==> src/rtl/ap_ctrl_sequencer_pkg.sv <==
// Shared types and default widths for the ap_ctrl sequencer and its latency statistics block.
package ap_ctrl_sequencer_pkg;

  localparam int NUM_W_DEF = 16;
  localparam int GAP_W_DEF = 8;
  localparam int LAT_W_DEF = 32;

  typedef enum logic [2:0] {
    ST_IDLE      = 3'd0,
    ST_START     = 3'd1,
    ST_WAIT_DONE = 3'd2,
    ST_GAP       = 3'd3,
    ST_FIN       = 3'd4
  } state_e;

endpackage

==> src/rtl/ap_ctrl_sequencer_lat_stats.sv <==
// Saturating per-transaction latency counter with last/min/max capture registers.
module ap_lat_stats
  import ap_ctrl_sequencer_pkg::*;
#(
  parameter int LAT_W = LAT_W_DEF
) (
  input  logic             clock,
  input  logic             reset,
  input  logic             clear,
  input  logic             load,
  input  logic             capture,
  output logic [LAT_W-1:0] last_lat,
  output logic [LAT_W-1:0] min_lat,
  output logic [LAT_W-1:0] max_lat
);

  localparam logic [LAT_W-1:0] LAT_MAX = '1;

  logic [LAT_W-1:0] lat_q, lat_d, lat_cur;
  logic [LAT_W-1:0] last_q, last_d;
  logic [LAT_W-1:0] min_q, min_d;
  logic [LAT_W-1:0] max_q, max_d;

  // lat_cur is the latency of the current cycle, so a capture in the load cycle reports 1.
  always_comb begin
    lat_cur = (lat_q == LAT_MAX) ? lat_q : lat_q + LAT_W'(1);
    if (load) begin
      lat_cur = LAT_W'(1);
    end
    lat_d  = lat_cur;
    last_d = last_q;
    min_d  = min_q;
    max_d  = max_q;
    if (clear) begin
      last_d = '0;
      min_d  = LAT_MAX;
      max_d  = '0;
    end else if (capture) begin
      last_d = lat_cur;
      if (lat_cur < min_q) min_d = lat_cur;
      if (lat_cur > max_q) max_d = lat_cur;
    end
  end

  always_ff @(posedge clock or negedge reset) begin
    if (!reset) begin
      lat_q  <= '0;
      last_q <= '0;
      min_q  <= LAT_MAX;
      max_q  <= '0;
    end else begin
      lat_q  <= lat_d;
      last_q <= last_d;
      min_q  <= min_d;
      max_q  <= max_d;
    end
  end

  assign last_lat = last_q;
  assign min_lat  = min_q;
  assign max_lat  = max_q;

endmodule

==> src/rtl/ap_ctrl_sequencer.sv <==
// Drives an HLS-style ap_ctrl_chain block through a configured number of transactions,
// inserting idle gaps and collecting latency statistics.
module ap_ctrl_sequencer
  import ap_ctrl_sequencer_pkg::*;
#(
  parameter int NUM_W = NUM_W_DEF,
  parameter int GAP_W = GAP_W_DEF,
  parameter int LAT_W = LAT_W_DEF
) (
  input  logic             clock,
  input  logic             reset,
  input  logic             cfg_go,
  input  logic [NUM_W-1:0] cfg_num_txn,
  input  logic [GAP_W-1:0] cfg_gap,
  input  logic             hold_continue,
  output logic             ap_start,
  input  logic             ap_ready,
  input  logic             ap_done,
  output logic             ap_continue,
  output logic             busy,
  output logic             finish,
  output logic [NUM_W-1:0] txn_count,
  output logic [LAT_W-1:0] last_lat,
  output logic [LAT_W-1:0] min_lat,
  output logic [LAT_W-1:0] max_lat,
  output logic             err_protocol,
  output state_e           dbg_state
);

  localparam logic [NUM_W-1:0] TXN_MAX = '1;

  // Handshakes: ap_start is held until the cycle ap_ready is high (input accepted on that
  // edge); ap_done is held by the DUT and a transaction completes on the edge where
  // ap_done and ap_continue are both high, which may coincide with the ap_ready edge.

  state_e           state_q, state_d;
  logic [NUM_W-1:0] num_q, num_d;
  logic [GAP_W-1:0] gap_q, gap_d;
  logic [GAP_W-1:0] gap_cnt_q, gap_cnt_d;
  logic [NUM_W-1:0] txn_q, txn_d, txn_inc;
  logic             err_q, err_d;
  logic             first_q, first_d;
  logic             in_xfer;
  logic             cont;
  logic             done_acc;
  logic             go_acc;
  logic             violation;
  logic             stat_clear;

  assign in_xfer  = (state_q == ST_START) || (state_q == ST_WAIT_DONE);
  assign cont     = in_xfer && !hold_continue;
  assign done_acc = ap_done && cont;
  assign txn_inc  = (txn_q == TXN_MAX) ? txn_q : txn_q + NUM_W'(1);

  always_comb begin
    state_d    = state_q;
    num_d      = num_q;
    gap_d      = gap_q;
    gap_cnt_d  = gap_cnt_q;
    txn_d      = txn_q;
    go_acc     = 1'b0;
    violation  = 1'b0;
    stat_clear = 1'b0;

    case (state_q)
      ST_IDLE: begin
        violation = ap_done || ap_ready;
        if (cfg_go) begin
          go_acc = 1'b1;
          num_d  = cfg_num_txn;
          gap_d  = cfg_gap;
          txn_d  = '0;
          if (cfg_num_txn == '0) begin
            state_d = ST_FIN;
          end else begin
            state_d    = ST_START;
            stat_clear = 1'b1;
          end
        end
      end
      ST_START, ST_WAIT_DONE: begin
        violation = (state_q == ST_WAIT_DONE) && ap_ready;
        if (done_acc) begin
          txn_d = txn_inc;
          if (txn_inc >= num_q) begin
            state_d = ST_FIN;
          end else if (gap_q == '0) begin
            state_d = ST_START;
          end else begin
            state_d   = ST_GAP;
            gap_cnt_d = GAP_W'(1);
          end
        end else if ((state_q == ST_START) && ap_ready) begin
          state_d = ST_WAIT_DONE;
        end
      end
      ST_GAP: begin
        violation = ap_done || ap_ready;
        if (gap_cnt_q == gap_q) begin
          state_d = ST_START;
        end else begin
          gap_cnt_d = gap_cnt_q + GAP_W'(1);
        end
      end
      ST_FIN: begin
        violation = ap_done || ap_ready;
        state_d   = ST_IDLE;
      end
      default: state_d = ST_IDLE;
    endcase

    err_d = err_q;
    if (go_acc)    err_d = 1'b0;
    if (violation) err_d = 1'b1;

    // A completion that re-enters START begins a fresh transaction.
    first_d = (state_d == ST_START) && ((state_q != ST_START) || done_acc);
  end

  always_ff @(posedge clock or negedge reset) begin
    if (!reset) begin
      state_q   <= ST_IDLE;
      num_q     <= '0;
      gap_q     <= '0;
      gap_cnt_q <= '0;
      txn_q     <= '0;
      err_q     <= 1'b0;
      first_q   <= 1'b0;
    end else begin
      state_q   <= state_d;
      num_q     <= num_d;
      gap_q     <= gap_d;
      gap_cnt_q <= gap_cnt_d;
      txn_q     <= txn_d;
      err_q     <= err_d;
      first_q   <= first_d;
    end
  end

  ap_lat_stats #(
    .LAT_W (LAT_W)
  ) u_lat_stats (
    .clock    (clock),
    .reset    (reset),
    .clear    (stat_clear),
    .load     (first_q),
    .capture  (done_acc),
    .last_lat (last_lat),
    .min_lat  (min_lat),
    .max_lat  (max_lat)
  );

  assign ap_start     = (state_q == ST_START);
  assign ap_continue  = cont;
  assign busy         = in_xfer || (state_q == ST_GAP);
  assign finish       = (state_q == ST_FIN);
  assign txn_count    = txn_q;
  assign err_protocol = err_q;
  assign dbg_state    = state_q;

endmodule

==> config.mk <==
export PLATFORM = sky130hd
export DESIGN_NAME = ap_ctrl_sequencer
export DESIGN_NICKNAME = d
export VERILOG_FILES = /design/src/rtl/ap_ctrl_sequencer_pkg.sv /design/src/rtl/ap_ctrl_sequencer_lat_stats.sv /design/src/rtl/ap_ctrl_sequencer.sv
export SDC_FILE = /design/constraint.sdc
export NUM_CORES = 1
export LEC_CHECK = 0
export ABC_AREA = 1
export BUFFER_PORTS_ARGS = -buffer_cell sky130_fd_sc_hd__buf_4
export CORE_MARGIN = 2
export CORE_UTILIZATION = 40
export DETAILED_ROUTE_END_ITERATION = 8
export PLACE_DENSITY = 0.59
export SYNTH_ARGS = -nofsm -noshare
export SYNTH_HDL_FRONTEND = slang
export SYNTH_HIERARCHICAL = 1
export SYNTH_SLANG_ARGS = --single-unit
==> constraint.sdc <==
create_clock -name clock -period 3.65 [get_ports clock]
set_input_delay 0.365 -clock clock [delete_from_list [all_inputs] [get_ports clock]]
set_output_delay 0.365 -clock clock [all_outputs]
set_load 0.02 [all_outputs]
==> qor.yml, run 1 <==
power.share.switching: 0.423
crit_type: "reg -> reg"
synth-compound-area-share: 0.101
core_area_um2: 26900
cts_tree: "built"
max_stage_delay_ns: 0.40
routabilityCongestion: 0.858
endpoint: "u_lat_stats/max_lat[0]$_DFFE_PN0P_"
p_int_uw: 5350
startpoint: "u_lat_stats/lat_q[0]$_DFF_PN0_"
clk_path_buf_depth: 2
comb_power_share: 0.480
syn_to_final_growth_pct: 33.9
drt-pass1-iter-count: 4
fill_cells: 2524
outcome: "finished, violations left"
avgRoutedWirePerCell_um: 16.4
grt_max_degree: 98
fin_skew_ns: 0.0239
synth_edf_count: 0
initial_core_util: 0.406
ys_seq_area_frac: 0.419
antenna_found_initial: 0
placedInstanceArea_um2: 12900
fin_util: 0.544
critPathLaunchType: "flop"
cts_sinks: 181
route.detailed.drc: 0
critPathMaxFanout: 8
arrival_ns: 4.09
grt_usage: 0.212
final_area_um2: 14600
finalMaxSlewViolations: 0
fin_cells: 1960
diodes: 0
setup_viol: 64
worst_pin_slew_ns: 0.844
syn-num-nets: 1486
cts_buffers: 17
clkPwrFrac: 0.206
period_share: 1.02
synth_top_family_by_area: "simple AND/OR/NAND/NOR gates"
port_buffers: 149
clk_latency_ns: 0.44
seq_area_um2: 4570
hold_class: "in -> async"
synth-async-reset-ratio: 1.00
reg2reg_depth: 25
hold_viol_final: 0
synthCells: 1374
rsz0062_at_grt: "yes"
core.rowCount: 60
cp-end-kind: "flop"
path_buf_inv: 6
p_per_area_nw_per_um2: 635
syn_area_um2: 10900
power.leakage_uw: 0.00742
cp.depth: 25
finalNetCount: 1718
placedCellCount: 1897
wirelength_mm: 32.1
vias: 9940
synthMuxAreaShare: 0
synth_cell_types: 50
grt_pass1_wl_mm: 48.9
multiInputGateArea_um2: 5990
synth_flop_cell: "dfrtp_1"
cts_root_buffer: "clkbuf_16"
die_x_um: 169
drtAntennaViolNets: 0
grt_pass1_vias: 9631
max_freq_mhz: 268
vias_per_cell: 5.07
peakVddDrop_mv: 0.379
crit_required_ns: 4.01
synth_warnings: 6
synth.most_common_cell: "nand2_1"
max_cap_viol_count: 0
power.switching_uw: 3920
cts_hold_buf: 0
rrSetupSlack_ns: -0.08
io_pins: 150
slew_headroom: 0.437
synth_commonest_cells: "378 x nand2_1, 184 x inv_1, 149 x dfrtp_1"
period_needed_ns: 3.73
detailedPlacementHpwl_mm: 21.6
synth_xor_area_frac: 0.0297
clk_pin_slew_ns: 0.07
h-tree-depth: 4
violations: "negative setup slack"
syn_avg_cell_area_um2: 7.94
synth-seq-cells: 181
synthAdderAreaFrac: 0.0940
worst_slack_ns: -0.0841
post-synth-top-area-cell: "dfrtp_1"
critPathSlowestCell: "dfrtp_1"
yosys.area.top_type_share: 0.342
r2r-start: "u_lat_stats/lat_q[0]$_DFF_PN0_"
grt-ovfl-total: 0
synth_simple_gate_area_frac: 0.264
dr.first_iter.drc_count: 585
pwr-share-seq: 0.314
die_h_um: 169
synth_area_leaders: "dfrtp_1 34%, nand2_1 13%, ha_1 9.4%"
crit_family: "simple AND/OR/NAND/NOR gates"
dieArea_um2: 28600
timing.rr.end: "u_lat_stats/max_lat[0]$_DFFE_PN0P_"
layout-drive-gt1-share: 0.306
-- repair_timing --
item / CTS / global route
resized for setup: 18 / 119
setup buffers: 3 / 17
endpoints found under the setup margin: 64 / 64
cloned: 1 / 11
pin swaps: 2 / 36
-- logic make-up after synthesis --
kind of cell | count (synthesis)
xor+xnor | 37
simple gates | 656
fa+ha+maj | 82
compound gates | 167
buf+inv | 251
flops | 181
-- metal layers --
| metal | vias up | share of wire | track usage |
|---|---|---|---|
| met4 | 0 | 0.014 | 0.0643 |
| li1 | 4925 | - | - |
| met2 | 220 | 0.49 | 0.362 |
| met1 | 4765 | 0.45 | 0.275 |
| met5 | - | 0 | 0 |
| met3 | 30 | 0.046 | 0.0368 |
-- worst min path at each step --
stage | from | end | depth (start not counted)
2_1_floorplan | reset | dbg_state[0]$_DFF_PN0_ | 0
3_3_place_gp | num_q[11]$_DFFE_PN0P_ | num_q[11]$_DFFE_PN0P_ | 2
3_5_place_dp | u_lat_stats/last_lat[8]$_DFFE_PN0P_ | u_lat_stats/last_lat[8]$_DFFE_PN0P_ | 2
4_1_cts | reset | u_lat_stats/last_lat[21]$_DFFE_PN0P_ | 1
5_1_grt | reset | u_lat_stats/max_lat[20]$_DFFE_PN0P_ | 1
6_report | reset | u_lat_stats/last_lat[25]$_DFFE_PN0P_ | 1
-- per-stage QoR --
step	TNS, ns	power, uW	hold WS, ns	setup slack, ns
after CTS	0	8770	0.0482	0.00617
after global routing	-16.32	9900	0.0826	-0.331
after global placement	-5.47	6650	0.468	-0.125
after floorplan	0	5270	0.0694	0.165
final	-2.47	9270	0.00377	-0.0841
after detailed placement	-8.51	6720	0.470	-0.206
-- sequential cells by signal, indices dropped and copies added (netlist names) --
name	count
u_lat_stats/min_lat	32
first_q	1
num_q	16
dbg_state	3
gap_cnt_q	8
err_protocol	1
gap_q	8
u_lat_stats/last_lat	32
txn_count	16
u_lat_stats/max_lat	32
u_lat_stats/lat_q	32
-- area by class of cell --
| cell class | count | area share |
|---|---|---|
| Multi-Input combinational cell | 943 | 0.410 |
| Sequential cell | 181 | 0.313 |
| Timing Repair Buffer | 262 | 0.155 |
| Inverter | 201 | 0.0520 |
| Clock buffer | 22 | 0.0331 |
| Tap cell | 341 | 0.0292 |
| Clock inverter | 10 | 0.00822 |
-- power groups by stage --
stage          Combinational (uW)  Sequential (uW)  Clock [uW]
6_report                     4450             2910        1910
5_1_grt                      4890             2980        2030
2_1_floorplan                2150             3130           0
3_3_place_gp                 3710             2940           0
3_5_place_dp                 3770             2940           0
4_1_cts                      3910             2910        1950
-- cell usage in the layout (no fill, tap or decap), drive strengths merged, types with 3 or more instances in the layout --
cell type  synthesis  layout
nand2            388     389
buf               21     254
inv              200     201
dfrtp            149     149
nand3            108     108
nor2              97      97
ha                82      82
o31ai             58      58
o21ai             49      49
a21oi             37      37
dfstp             32      32
clkbuf            29      30
nand4             21      21
nor3              20      20
xor2              19      19
xnor2             18      18
nor4               9       9
or2                6       6
clkinv             1       6
o211ai             4       4
a211oi             4       4
o21a               3       3
a22o               3       3
a31oi              3       3
No activity file was read; power rests on OpenSTA's default activity.
==> run 2: changes to the inputs <==
--- a/config.mk
+++ b/config.mk
@@ -8,9 +8,9 @@
 export ABC_AREA = 1
 export BUFFER_PORTS_ARGS = -buffer_cell sky130_fd_sc_hd__buf_4
 export CORE_MARGIN = 2
-export CORE_UTILIZATION = 40
+export CORE_UTILIZATION = 44
 export DETAILED_ROUTE_END_ITERATION = 8
-export PLACE_DENSITY = 0.59
+export PLACE_DENSITY = 0.64
 export SYNTH_ARGS = -nofsm -noshare
 export SYNTH_HDL_FRONTEND = slang
 export SYNTH_HIERARCHICAL = 1
==> qor.yml, run 2 (synthesized netlist as in run 1, its figures left out) <==
outcome: "finished, violations left"  # unchanged
violations: "negative setup slack"  # unchanged
power.share.switching: 0.424  # was 0.423
pre_cts_ws_ns: -0.160  # was -0.206 ns
h-tree-depth: 4  # unchanged
cts_root_buffer: "clkbuf_16"  # unchanged
io_pins: 150  # unchanged
fill_cells: 2174  # was 2,524
critPathLaunchType: "flop"  # unchanged
worst_pin_slew_ns: 0.952  # was 0.844 ns
grt_usage: 0.233  # was 0.212
avgRoutedWirePerCell_um: 15.9  # was 16.4 um
cts_buffers: 17  # unchanged
dr.first_iter.drc_count: 620  # was 585
drt-pass1-iter-count: 5  # was 4
crit_type: "reg -> reg"  # unchanged
die_h_um: 161  # was 169 um
antenna_found_initial: 0  # unchanged
grt_pass1_vias: 9662  # was 9,631
period_needed_ns: 3.70  # was 3.73 ns
placedCellCount: 1871  # was 1,897
detailedPlacementHpwl_mm: 21.0  # was 21.6 mm
syn_to_final_growth_pct: 32.7  # was 33.9%
cts_sinks: 181  # unchanged
cp-end-kind: "flop"  # unchanged
layout-drive-gt1-share: 0.310  # was 0.306
wirelength_mm: 30.9  # was 32.1 mm
arrival_ns: 4.07  # was 4.09 ns
power.switching_uw: 3980  # was 3920 uW
pwr-share-seq: 0.310  # was 0.314
grt_max_degree: 101  # was 98
cpMostUsedCell: "nand2_2"
p_total_uw: 9370  # was 9270 uW
p_per_area_nw_per_um2: 647  # was 635 nW/um2
p_int_uw: 5390  # was 5350 uW
grt-ovfl-total: 0  # unchanged
route.detailed.drc: 0  # unchanged
worst_slack_ns: -0.0481  # was -0.0841 ns
hold_viol_final: 0  # unchanged
drtAntennaViolNets: 0  # unchanged
cts_tree: "built"  # unchanged
max_stage_delay_ns: 0.40  # about the same
finalNetCount: 1715  # was 1,718
die_x_um: 161  # was 169 um
max_freq_mhz: 270  # was 268 MHz
clk_latency_ns: 0.44  # about the same
diodes: 0  # unchanged
core.rowCount: 57  # was 60
comb_power_share: 0.483  # was 0.480
crit_required_ns: 4.02  # was 4.01 ns
clk_path_buf_depth: 2  # unchanged
critPathMaxFanout: 8  # unchanged
slew_headroom: 0.366  # was 0.437
initial_core_util: 0.449  # was 0.406
port_buffers: 149  # unchanged
setup_viol: 48  # was 64
finalMaxSlewViolations: 0  # unchanged
peakVddDrop_mv: 0.437  # was 0.379 mV
core_area_um2: 24300  # was 26,900 um2
grt_pass1_wl_mm: 49.1  # was 48.9 mm
critPathSlowestCell: "dfrtp_1"  # unchanged
rsz0062_at_grt: "yes"  # unchanged
hold_class: "in -> async"  # unchanged
max_cap_viol_count: 0  # unchanged
final_cell_mix: "310 x nand2_1, 240 x buf_4, 177 x inv_1"  # was 360 x nand2_1, 239 x buf_4, 176 x inv_1
fin_util: 0.595  # was 0.544
vias: 9988  # was 9,940
routabilityCongestion: 0.868  # was 0.858
fin_cells: 1940  # was 1,960
power.leakage_uw: 0.00753  # was 0.00742 uW
fin_skew_ns: 0.0126  # was 0.0239 ns
clk_pin_slew_ns: 0.07  # about the same
dieArea_um2: 26100  # was 28,600 um2
clkPwrFrac: 0.207  # was 0.206
period_share: 1.01  # was 1.02
vias_per_cell: 5.15  # was 5.07
mostFrequentLayoutCell: "nand2_1"  # unchanged
## run 2: layout make-up
| type | instances | area, um2 | area share |
|---|---|---|---|
| clock buffers | 22 | 464 | 0.0321 |
| clock inverters | 10 | 146 | 0.0101 |
| inverters | 201 | 754 | 0.0521 |
| multi-input cells | 942 | 5960 | 0.412 |
| flip-flops and latches | 181 | 4570 | 0.316 |
| well taps | 324 | 405 | 0.0280 |
| repair buffers | 260 | 2180 | 0.150 |
## run 2: layer usage
metal / track usage / vias to the layer above / share of wire
met2: 0.394 / 221 / 0.50
met4: 0.0572 / 0 / 0.011
met1: 0.306 / 4819 / 0.43
li1: - / 4922 / -
met5: 0 / - / 0
met3: 0.0467 / 26 / 0.051
## run 2: worst paths after layout
path,from,to,slack (ns),cells past startpoint
setup / recovery,u_lat_stats/lat_q[1]$_DFF_PN0_,u_lat_stats/min_lat[0]$_DFFE_PN1P_,-0.05,28
hold / removal,reset,u_lat_stats/last_lat[21]$_DFFE_PN0P_,0.02,1
setup reg to reg,u_lat_stats/lat_q[1]$_DFF_PN0_,u_lat_stats/min_lat[0]$_DFFE_PN1P_,-0.05,28
hold reg to reg,u_lat_stats/last_lat[4]$_DFFE_PN0P_,u_lat_stats/last_lat[4]$_DFFE_PN0P_,0.48,2
max in group asynchronous,reset,u_lat_stats/min_lat[3]$_DFFE_PN1P_,2.62,2
min in group clock,cfg_gap[5],gap_q[5]$_DFFE_PN0P_,0.13,3
## run 2: worst max-delay path, delay by kind of cell (launching register included)
kind | cells | cell delay (ns)
compound gates | 3 | 0.67
xor+xnor | 1 | 0.18
fa+ha+maj | 2 | 0.39
buf+inv | 6 | 0.73
flops | 1 | 0.40
simple gates | 16 | 1.27
## run 2: what timing repair did
item	in CTS	in global routing
pin swaps	2	31
gates resized for setup	30	136
endpoints found under the setup margin	64	73
buffers inserted	19	13
gates cloned	3	5
hold buffers	0	0
## run 2: metrics by stage
step           hold WS (ns)  area [um2]  TNS [ns]
3_5_place_dp          0.473       12800     -6.75
5_1_grt               0.111       14500    -15.02
4_1_cts              0.0815       13800         0
3_3_place_gp          0.466       12800     -2.50
2_1_floorplan        0.0694       10900         0
6_report             0.0227       14500     -1.41
## run 2: power by group through the flow
stage,Clock (uW),Combinational (uW),Sequential [uW]
3_5_place_dp,0,3720,2930
2_1_floorplan,0,2150,3130
6_report,1940,4530,2900
3_3_place_gp,0,3650,2930
4_1_cts,1970,3960,2900
5_1_grt,2070,4980,2960
